`src/rtl/food_placer_pkg.sv`:
```
// rtl/food_placer_pkg.sv - shared types, defaults and helpers for the food placer
package food_placer_pkg;

    localparam int DEF_MAX_LEN   = 32;
    localparam int DEF_COORD_W   = 7;
    localparam int DEF_MAX_RETRY = 15;

    typedef enum logic [1:0] {
        IDLE  = 2'd0,
        STEP  = 2'd1,
        LATCH = 2'd2,
        SCAN  = 2'd3
    } state_t;

    // Width of the body-memory address for a given segment capacity.
    function automatic int seg_aw(input int n);
        return (n > 1) ? $clog2(n) : 1;
    endfunction

endpackage

```
`src/rtl/food_placer.sv`:
```
// rtl/food_placer.sv - steps the coordinate generator and re-rolls until food misses the snake body
module food_placer
    import food_placer_pkg::*;
#(
    parameter int MAX_LEN   = DEF_MAX_LEN,
    parameter int COORD_W   = DEF_COORD_W,
    parameter int MAX_RETRY = DEF_MAX_RETRY
) (
    input  logic                       CLOCK,
    input  logic                       RESET_N,
    input  logic                       start,
    input  logic                       eat,
    input  logic [COORD_W-1:0]         cand_x,
    input  logic [COORD_W-1:0]         cand_y,
    output logic                       rand_step,
    input  logic [seg_aw(MAX_LEN):0]   snake_len,
    output logic [seg_aw(MAX_LEN)-1:0] seg_addr,
    input  logic [COORD_W-1:0]         seg_x,
    input  logic [COORD_W-1:0]         seg_y,
    output logic [COORD_W-1:0]         food_x,
    output logic [COORD_W-1:0]         food_y,
    output logic                       food_valid,
    output logic                       busy,
    output logic                       place_fail
);

    localparam int AW = seg_aw(MAX_LEN);
    localparam int LW = AW + 1;
    localparam int RW = $clog2(MAX_RETRY + 2);

    state_t             state;
    logic [COORD_W-1:0] cand_xr;
    logic [COORD_W-1:0] cand_yr;
    logic [LW-1:0]      len_r;
    logic [LW-1:0]      idx;
    logic [LW-1:0]      idx_nxt;
    logic [LW-1:0]      len_clamp;
    logic [RW-1:0]      retry;
    logic               rd_vld;
    logic               hit;

    // The generator advances once per STEP cycle; busy covers every non-idle state.
    assign rand_step = (state == STEP);
    assign busy      = (state != IDLE);

    assign len_clamp = (snake_len > LW'(MAX_LEN)) ? LW'(MAX_LEN) : snake_len;
    assign idx_nxt   = idx + LW'(1);
    assign hit       = rd_vld && (seg_x == cand_xr) && (seg_y == cand_yr);

    // Placement FSM with the inline scan counter and read-valid pipeline stage.
    always_ff @(posedge CLOCK or negedge RESET_N) begin
        if (!RESET_N) begin
            state      <= IDLE;
            cand_xr    <= '0;
            cand_yr    <= '0;
            len_r      <= '0;
            idx        <= '0;
            retry      <= '0;
            rd_vld     <= 1'b0;
            seg_addr   <= '0;
            food_x     <= '0;
            food_y     <= '0;
            food_valid <= 1'b0;
            place_fail <= 1'b0;
        end else if (start && (state != IDLE)) begin
            // Restart: drop whatever scan was in flight and roll again from scratch.
            state      <= STEP;
            retry      <= '0;
            rd_vld     <= 1'b0;
            place_fail <= 1'b0;
        end else begin
            case (state)
                IDLE: begin
                    if (start || eat) begin
                        state      <= STEP;
                        food_valid <= 1'b0;
                        retry      <= '0;
                        place_fail <= 1'b0;
                    end
                end
                STEP: begin
                    state <= LATCH;
                end
                LATCH: begin
                    cand_xr <= cand_x;
                    cand_yr <= cand_y;
                    len_r   <= len_clamp;
                    idx     <= '0;
                    rd_vld  <= 1'b0;
                    if (len_clamp != '0) begin
                        seg_addr <= '0;
                    end
                    state   <= SCAN;
                end
                SCAN: begin
                    if (hit && (retry < RW'(MAX_RETRY))) begin
                        retry  <= retry + RW'(1);
                        rd_vld <= 1'b0;
                        state  <= STEP;
                    end else if (hit || (idx == len_r)) begin
                        // Either the last compare missed, there was nothing to read,
                        // or the retry budget is spent and the collision is accepted.
                        if (hit) begin
                            place_fail <= 1'b1;
                        end
                        food_x     <= cand_xr;
                        food_y     <= cand_yr;
                        food_valid <= 1'b1;
                        rd_vld     <= 1'b0;
                        state      <= IDLE;
                    end else begin
                        // Address for idx is already on seg_addr; queue its compare.
                        idx    <= idx_nxt;
                        rd_vld <= 1'b1;
                        if (idx_nxt < len_r) begin
                            seg_addr <= idx_nxt[AW-1:0];
                        end
                    end
                end
                default: state <= IDLE;
            endcase
        end
    end

endmodule

```
`config.mk`:
```
export PLATFORM = sky130hd
export DESIGN_NAME = food_placer
export DESIGN_NICKNAME = d
export VERILOG_FILES = /design/src/rtl/food_placer_pkg.sv /design/src/rtl/food_placer.sv
export SDC_FILE = /design/constraint.sdc
export NUM_CORES = 1
export LEC_CHECK = 0
export BUFFER_PORTS_ARGS = -buffer_cell sky130_fd_sc_hd__buf_2
export CAP_MARGIN = 20
export CORE_UTILIZATION = 40
export DETAILED_ROUTE_END_ITERATION = 16
export GPL_ROUTABILITY_DRIVEN = 0
export GPL_TIMING_DRIVEN = 0
export HOLD_SLACK_MARGIN = 0.02
export PLACE_DENSITY_LB_ADDON = 0.05
export SETUP_SLACK_MARGIN = 0.05
export SYNTH_ARGS = -nofsm -noshare
export SYNTH_HDL_FRONTEND = slang
export SYNTH_SLANG_ARGS = --single-unit
```
`constraint.sdc`:
```
create_clock -name CLOCK -period 7 [get_ports CLOCK]
set_clock_uncertainty 0.1 [all_clocks]
set_input_delay 1.05 -clock CLOCK [delete_from_list [all_inputs] [get_ports CLOCK]]
set_output_delay 1.05 -clock CLOCK [all_outputs]
set_load 0.01 [all_outputs]
```
==> results.md, run 1 <==
* Grt ovf at 0
* Synth cell count leaders: 55 x dfrtp_1, 21 x nand2_1, 21 x xnor2_1
* Max Cap Violations at 0
* Hold Path Class: reg -> reg
* Vias per std cell at 5.00
* Max frequency at 342 MHz
* Vias in the first global route at 2,024
* Status: finished clean
* PostCTS Resize Cnt at 0
* Core box area at 6910 um2
* Clk sinks at 55
* Static Leak at 0.00171 uW
* Syn Nets at 305
* Buffer levels on the longest clock path at 2
* Setup crit start: seg_x[1]
* Die area at 7590 um2
* Count of cell types in the netlist at 45
* Final Hold Fails at 0
* EDFF count, synth at 0
* Ys Warns at 0
* Critical path endpoint: food_x[6]
* First-pass GRT wire length at 10.1 mm
* Die H at 87.1 um
* Share of layout cells above drive strength 1 at 33.3%
* Mux contribution to synthesized area at 13.3%
* Setup TNS at 0 ns
* Area delta synth->final at 18.7%
* FF-to-FF Start: idx[0]
* CP Launch Type: input port
* Crit path DAT at 3.03 ns
* Wirelength per Cell at 14.3 um
* H-tree lvl count at 2
* Worst Path Required at 7.11 ns
* Crit end category: register
* Post-synth top area share at 47.5%
* PortBufs at 60
* DRC viols at 0
* Placed wire-length estimate at 4.60 mm
* Relative slew slack at 35.8%
* Main combinational cell family by area after synthesis: simple AND/OR/NAND/NOR gates
* Fin util at 49.8%
* Power density cells at 361 nW/um2
* Via count at 2,101
* Synthesized cell area at 2900 um2
* First drt pass iteration count at 4
* Pins Over Slew Limit at 0
* Setup bufs post-CTS at 0
* I/O pin cnt at 61
* Antenna fix cells at 0
* Core Rows at 30
* Worst-Margin Slew at 0.958 ns
* Detail Route Antenna Nets at 0
* GR Util All Layers at 17.2%
* Period minus WS final at 2.92 ns
* Clock root cell: clkbuf_8
* R2R Path End: seg_addr[1]
* Adder-cell share of the synthesized area at 5.18%
* Simple-Gate Fraction of Synth Area at 14.5%
* Dominant cell type by area after synthesis: dfrtp_1
* Initial Utilization at 42.0%
* Dominant cells by area after synthesis: dfrtp_1 47%, mux2_2 7.4%, xnor2_1 6.3%, ha_1 5.2%, mux2_4 5.2%
* TritonCTS Buffers at 5
* Area of the multi-input gates at 1430 um2
* Post-synthesis xor/xnor area fraction at 6.95%
* Layout Nets at 373
* Largest net degree at the start of global routing at 39
* Finish-stage setup viols at 0
* Fillers at 679
* Initial antenna violation count at 0
* Fin crit share at 41.8%
* Yosys reg bits at 55
* Reg area at 1380 um2
* Dpl cells at 412
* Total routed wirelength at 6.00 mm
* Ys async rst share at 100%
* Max rail drop VDD at 0.126 mV
* Die X at 87.1 um
* Sequential fraction of the synthesis area at 47.5%
* Final cell count without fillers at 420
* Path depth of the worst reg2reg path at 9
* RSZ-0062 raised after global routing: false
* FF-to-FF setup slack at 4.26 ns
* WS Path Type: in -> reg
* Avg Inst Size Synth at 11.4 um2
* TritonCTS clock tree: yes
* Most numerous cell in the Yosys netlist: dfrtp_1
* Gate Count Post-Synth at 255
* Primary FF master, synth: dfrtp_1
* Crit-path max FO at 10
* Starting DRT DRC Count at 42
* Clock Latency Late Sink at 0.32 ns
* Complex-gate fraction of the synthesized area at 9.50%
* Hold path depth at 1
* Reg clk slew, reported paths at 0.10 ns
* Post-CTS Hold Buffers at 0
how the worst min path moves through the flow:
stage	startpoint	endpoint
finish	retry[4]	retry[4]
global route	food_y[4]	food_y[4]
CTS	retry[4]	retry[4]
detailed placement	retry[4]	retry[4]
global placement	retry[4]	retry[4]
floorplan	len_r[0]	len_r[0]
cell usage in the layout, fill, tap and decap left out, types with 2 or more instances in the layout:
master and count:
a211o_1 5, a211oi_1 2, a21o_1 2, a21oi_1 4
a41oi_1 2, and3_1 6, buf_2 61, buf_6 2
clkbuf_1 4, clkbuf_8 6, dfrtp_1 55, ha_1 12
inv_1 13, inv_6 2, mux2_2 19, mux2_4 10
mux2i_1 2, nand2_1 21, nand2b_1 7, nand3_1 6
nand4_1 5, nor2_1 7, nor3_1 6, nor3b_1 2
nor4_1 5, o21ai_0 13, o22a_1 3, xnor2_1 21
xor2_1 2
sequential cells by signal, summed over array words and instances (netlist names):
| signal | cells |
|---|---|
| len_r | 6 |
| state | 2 |
| food_y | 7 |
| idx | 6 |
| food_valid | 1 |
| rd_vld | 1 |
| place_fail | 1 |
| cand_yr | 7 |
| cand_xr | 7 |
| retry | 5 |
| seg_addr | 5 |
| food_x | 7 |
cell type report:
type	count	area share (%)
buffer	7	1.24
timing repair buffer	61	9.32
multi-input combinational	180	41.6
tap	96	3.49
sequential	55	40.0
clock inverter	2	0.509
inverter	13	1.42
clock buffer	6	2.40
critical path, stage by stage:
cell and delay [ns]:
buf_2 0.10, xnor2_1 0.15, nand4_1 0.19, nor4_4 0.57
nand2_2 0.24, nand3b_4 0.19, buf_6 0.21, mux2_4 0.31
stage by stage:
stage | worst slack [ns] | cell area, um2 | hold WS [ns] | total power (uW)
floorplan | 4.23 | 2900 | 0.356 | 904
global placement | 3.73 | 3320 | 0.376 | 1050
detailed placement | 3.72 | 3340 | 0.381 | 1060
CTS | 4.07 | 3440 | 0.405 | 1260
global route | 3.93 | 3440 | 0.425 | 1350
finish | 4.08 | 3440 | 0.402 | 1240
per-layer routing:
| metal | wire length, um | GRT usage, % |
|---|---|---|
| met5 | 0 | 0 |
| met4 | 48 | 4.32 |
| met3 | 165 | 3.32 |
| met2 | 2820 | 28.3 |
| met1 | 2970 | 23.5 |
kinds of logic after synthesis:
kind of cell,Yosys count
buffers and inverters,20
AOI/OAI and AO/OA,40
xor gates and xnor gates,23
and+or+nand+nor,74
adders and majority gates,12
DFF,55
muxes,31
power by group:
group	switching (uW)	total [uW]	internal, uW
Clock	113	196	83.2
Sequential	90.3	521	431
Combinational	254	525	271
Total	457	1240	785
No activity file was read; power rests on OpenSTA's default activity.
==> run 2: changes to the inputs <==
clock period = 2.8 ns   (was 7 ns; I/O delays follow)
==> results.md, run 2 (synthesized netlist as in run 1, its figures left out) <==
* GR Util All Layers at 17.2% (unchanged)
* Layout Nets at 374 (+0.27%)
* FF-to-FF setup slack at 0.25 ns (-4.01 ns)
* Starting DRT DRC Count at 42 (unchanged)
* Reg clk slew, reported paths at 0.11 ns (about the same)
* Clock Latency Late Sink at 0.32 ns (about the same)
* Via count at 2,105 (+0.19%)
* Hold Path Class: in -> reg
* Vias in the first global route at 2,024 (unchanged)
* WS Path Type: reg -> reg
* Crit path DAT at 2.66 ns (-0.37 ns)
* Final cell count without fillers at 421 (+0.24%)
* Design area at 3460 um2 (+0.65%)
* TritonCTS clock tree: yes
* Total routed wirelength at 5.99 mm (-0.23%)
* RSZ-0062 raised after global routing: false
* Status: finished clean
* Share of layout cells above drive strength 1 at 34.5% (+1.1 points)
* Core box area at 6910 um2 (unchanged)
* Period minus WS final at 2.55 ns
* Worst-Margin Slew at 0.626 ns (-0.332 ns)
* Worst setup margin at 0.249 ns (-3.83 ns)
* Setup TNS at 0 ns (unchanged)
* Finish-stage setup viols at 0 (unchanged)
* Die H at 87.1 um (unchanged)
* Most frequent cells in the layout: 61 x buf_2, 54 x dfrtp_1, 21 x xnor2_1, 21 x nand2_1, 19 x mux2_2
* Static Leak at 0.00172 uW (+0.32%)
* TritonCTS Buffers at 5 (unchanged)
* Final Hold Fails at 0 (unchanged)
* R2R Path End: seg_addr[1]
* CP Launch Type: register
* Placed Area at 3340 um2 (unchanged)
* Placed wire-length estimate at 4.60 mm (unchanged)
* Path depth of the worst reg2reg path at 9 (unchanged)
* Fillers at 675 (-0.59%)
* Area delta synth->final at 19.4%
* First-pass GRT wire length at 10.1 mm (unchanged)
* Wirelength per Cell at 14.2 um (-0.47%)
* Worst Path Required at 2.91 ns (-4.20 ns)
* Largest net degree at the start of global routing at 39 (unchanged)
* PortBufs at 60 (unchanged)
* Buffer levels on the longest clock path at 2 (unchanged)
* H-tree lvl count at 2 (unchanged)
* First drt pass iteration count at 4 (unchanged)
* Antenna fix cells at 0 (unchanged)
* Crit-path max FO at 6 (-4)
* Pins Over Slew Limit at 0 (unchanged)
* Core Rows at 30 (unchanged)
* Initial Utilization at 42.0% (unchanged)
* Vias per std cell at 5.00 (about the same)
* Grt ovf at 0 (unchanged)
* I/O pin cnt at 61 (unchanged)
* DRC viols at 0 (unchanged)
* Clock root cell: clkbuf_8
* Max Cap Violations at 0 (unchanged)
* Pre-CTS setup slack at 0.0868 ns (-3.63 ns)
* Detail Route Antenna Nets at 0 (unchanged)
* Die X at 87.1 um (unchanged)
* Clk sinks at 55 (unchanged)
* Crit end category: register
* Setup bufs post-CTS at 0 (unchanged)
* Max rail drop VDD at 0.314 mV (+150%)
* Fin crit share at 91.1%
* Initial antenna violation count at 0 (unchanged)
* Max frequency at 392 MHz
* Relative slew slack at 58.3% (+22 points)
* FF-to-FF Start: idx[1]
* Dpl cells at 412 (unchanged)
* Die area at 7590 um2 (unchanged)
* Power density cells at 903 nW/um2 (+150%)
* Critical path endpoint: seg_addr[1]
* Setup crit start: idx[1]
* Most common cell after layout, fill and taps aside: buf_2
## run 2: cell types whose count changed in the layout (fill, tap and decap cells not counted), sizes merged
| cell | before | now |
|---|---|---|
| dlygate4sd3 | 0 | 1 |
## run 2: power breakdown
group          leakage, uW  internal (uW)  switching [uW]  total, uW
clock network    0.0000522            208             282        490
registers         0.000708           1080             225       1300
logic             0.000956            684             648       1330
## run 2: final cells by class
| class | instances | area, um2 | share of cell area [%] |
|---|---|---|---|
| Buffer | 7 | 42.5 | 1.23 |
| Clock buffer | 6 | 82.6 | 2.39 |
| Clock inverter | 2 | 17.5 | 0.506 |
| Inverter | 13 | 48.8 | 1.41 |
| Multi-Input combinational cell | 180 | 1440 | 41.6 |
| Sequential cell | 55 | 1380 | 39.8 |
| Tap cell | 96 | 120 | 3.47 |
| Timing Repair Buffer | 62 | 330 | 9.54 |
## run 2: per-stage QoR
stage               hold slack, ns  power [uW]  utilization [%]
floorplan                   0.0244        2260                -
global placement             0.376        2630             48.0
detailed placement           0.286        2660             48.3
CTS                          0.217        3160             49.9
global route                 0.214        3390             50.1
finish                       0.227        3130             50.1
## run 2: what timing repair did
action                                 in CTS  in global routing
setup endpoints to repair                   0                 21
hold buffers                                1                  0
endpoints found under the hold margin      17                  0
gates resized for setup                     0                  5
## run 2: how the worst min path moves through the flow
stage,start,endpoint,depth (start not counted)
2_1_floorplan,RESET_N,cand_xr[0],0
3_3_place_gp,retry[4],retry[4],1
3_5_place_dp,RESET_N,food_x[4],1
4_1_cts,cand_y[3],cand_yr[3],2
5_1_grt,cand_x[3],cand_xr[3],2
6_report,cand_y[2],cand_yr[2],2
## run 2: critical path, cell delays in order, from the launching register on
cell,delay (ns)
dfrtp_1,0.43
ha_1,0.22
nand3_1,0.11
xnor2_1,0.21
ha_1,0.28
a21o_1,0.16
a32oi_1,0.22
o21ai_2,0.14
or2_4,0.28
a211o_1,0.29
## run 2: routing by layer
metal / GRT usage (%) / vias up / routed length (um)
li1: - / 1049 / -
met3: 3.32 / 5 / 155
met2: 28.3 / 36 / 2820
met4: 4.32 / 0 / 51
met5: 0 / - / 0
met1: 23.5 / 1015 / 2960
==> run 3: changes to the inputs <==
BUFFER_PORTS_ARGS = -buffer_cell sky130_fd_sc_hd__buf_4   (was -buffer_cell sky130_fd_sc_hd__buf_2)
==> results.md, run 3 (synthesized netlist as in run 1, its figures left out) <==
* Status: finished clean
* Core Rows at 30 (unchanged)
* Max Cap Violations at 0 (unchanged)
* R2R Path End: seg_addr[2]
* PortBufs at 60 (unchanged)
* Path depth of the worst reg2reg path at 9 (unchanged)
* H-tree lvl count at 2 (unchanged)
* Initial Utilization at 42.0% (unchanged)
* WS Path Type: reg -> reg
* First drt pass iteration count at 4 (unchanged)
* Worst-Margin Slew at 0.712 ns (+0.0862 ns)
* Total routed wirelength at 6.15 mm (+2.7%)
* Crit path DAT at 2.68 ns (+0.02 ns)
* Period minus WS final at 2.57 ns (+0.0202 ns)
* Post-CTS Hold Buffers at 0 (-1)
* GR Util All Layers at 17.8% (+0.59 points)
* Buffer levels on the longest clock path at 2 (unchanged)
* Die H at 87.1 um (unchanged)
* Relative slew slack at 52.5% (-5.7 points)
* Power density cells at 930 nW/um2 (+3.0%)
* Most common cell after layout, fill and taps aside: buf_4
* Vias per std cell at 5.00 (about the same)
* Setup TNS at 0 ns (unchanged)
* Crit end category: register
* Core box area at 6910 um2 (unchanged)
* First-pass GRT wire length at 10.4 mm (+3.0%)
* Starting DRT DRC Count at 58 (+38%)
* Design area at 3610 um2 (+4.4%)
* Largest net degree at the start of global routing at 56 (+44%)
* FF-to-FF Start: idx[1]
* Setup bufs post-CTS at 0 (unchanged)
* Die X at 87.1 um (unchanged)
* Layout Nets at 372 (-0.53%)
* Pins Over Slew Limit at 0 (unchanged)
* Clock root cell: clkbuf_8
* CP Launch Type: register
* Area delta synth->final at 24.7%
* Antenna fix cells at 0 (unchanged)
* Fin crit share at 91.8% (+0.72 points)
* Reg clk slew, reported paths at 0.10 ns (about the same)
* Most frequent cells in the layout: 60 x buf_4, 55 x dfrtp_1, 21 x xnor2_1, 21 x nand2_1, 19 x mux2_2
* Hold slack at 0.0315 ns (-0.196 ns)
* Initial antenna violation count at 0 (unchanged)
* Wirelength per Cell at 14.7 um (+3.2%)
* TritonCTS Buffers at 5 (unchanged)
* Final Hold Fails at 0 (unchanged)
* Static Leak at 0.00176 uW (+2.4%)
* Clk sinks at 55 (unchanged)
* Max frequency at 389 MHz (-0.78%)
* Vias in the first global route at 2,065 (+2.0%)
* TritonCTS clock tree: yes
* Max rail drop VDD at 0.357 mV (+13%)
* RSZ-0062 raised after global routing: false
* Crit-path max FO at 6 (unchanged)
* Die area at 7590 um2 (unchanged)
* Via count at 2,096 (-0.43%)
* Placed wire-length estimate at 4.48 mm (-2.6%)
* Hold Path Class: in -> async
* Finish-stage setup viols at 0 (unchanged)
* PostCTS Resize Cnt at 0 (unchanged)
* Grt ovf at 0 (unchanged)
* Share of layout cells above drive strength 1 at 33.7% (-0.72 points)
* I/O pin cnt at 61 (unchanged)
* FF-to-FF setup slack at 0.23 ns (-0.02 ns)
* Worst Path Required at 2.91 ns (about the same)
* Detail Route Antenna Nets at 0 (unchanged)
* Placed Area at 3470 um2 (+3.9%)
* Clock Latency Late Sink at 0.32 ns (about the same)
* DRC viols at 0 (unchanged)
## run 3: how the worst max path moves through the flow
stage,startpoint,end,slack (ns),cells after the start
final,idx[1],seg_addr[2],0.23,9
after global routing,state[0],state[0],0.1,6
after CTS,idx[0],seg_addr[2],0.07,9
after detailed placement,idx[0],seg_addr[3],0.11,9
after global placement,idx[0],seg_addr[2],0.1,9
after floorplan,idx[0],seg_addr[0],0.37,9
## run 3: report_power, final
part	switching [uW]	total (uW)	internal, uW
Clock	276	634	358
Combinational	652	1410	758
Sequential	239	1320	1080
## run 3: layout make-up
cell class,instances,area (um2)
Clock buffer,6,72.6
Sequential cell,55,1380
Buffer,7,42.5
Fill cell,646,3290
Timing Repair Buffer,60,450
Multi-Input combinational cell,180,1440
Clock inverter,2,60.1
Inverter,13,48.8
Tap cell,96,120
## run 3: worst max-delay path: stages (launching register included)
cell,delay (ns)
dfrtp_1,0.46
ha_1,0.23
nand3_1,0.10
xnor2_1,0.21
ha_1,0.28
a21o_1,0.16
a32oi_1,0.22
o21ai_2,0.14
or2_4,0.28
a211o_1,0.30
## run 3: per-stage QoR
stage	utilization (%)	power, uW	worst slack, ns	cells
6_report	52.3	3360	0.229	419
5_1_grt	52.3	3610	0.0967	419
4_1_cts	52.1	3380	0.0702	419
3_5_place_dp	50.2	2740	0.110	411
3_3_place_gp	50.2	2720	0.0952	411
2_1_floorplan	-	2260	0.375	255
## run 3: routing by layer
layer / global-route usage, % / vias to the layer above / routed length [um]
met5: 0 / - / 0
met1: 24.2 / 1013 / 2970
li1: - / 1043 / -
met2: 28.8 / 34 / 2890
met4: 5.22 / 0 / 78
met3: 3.60 / 6 / 203
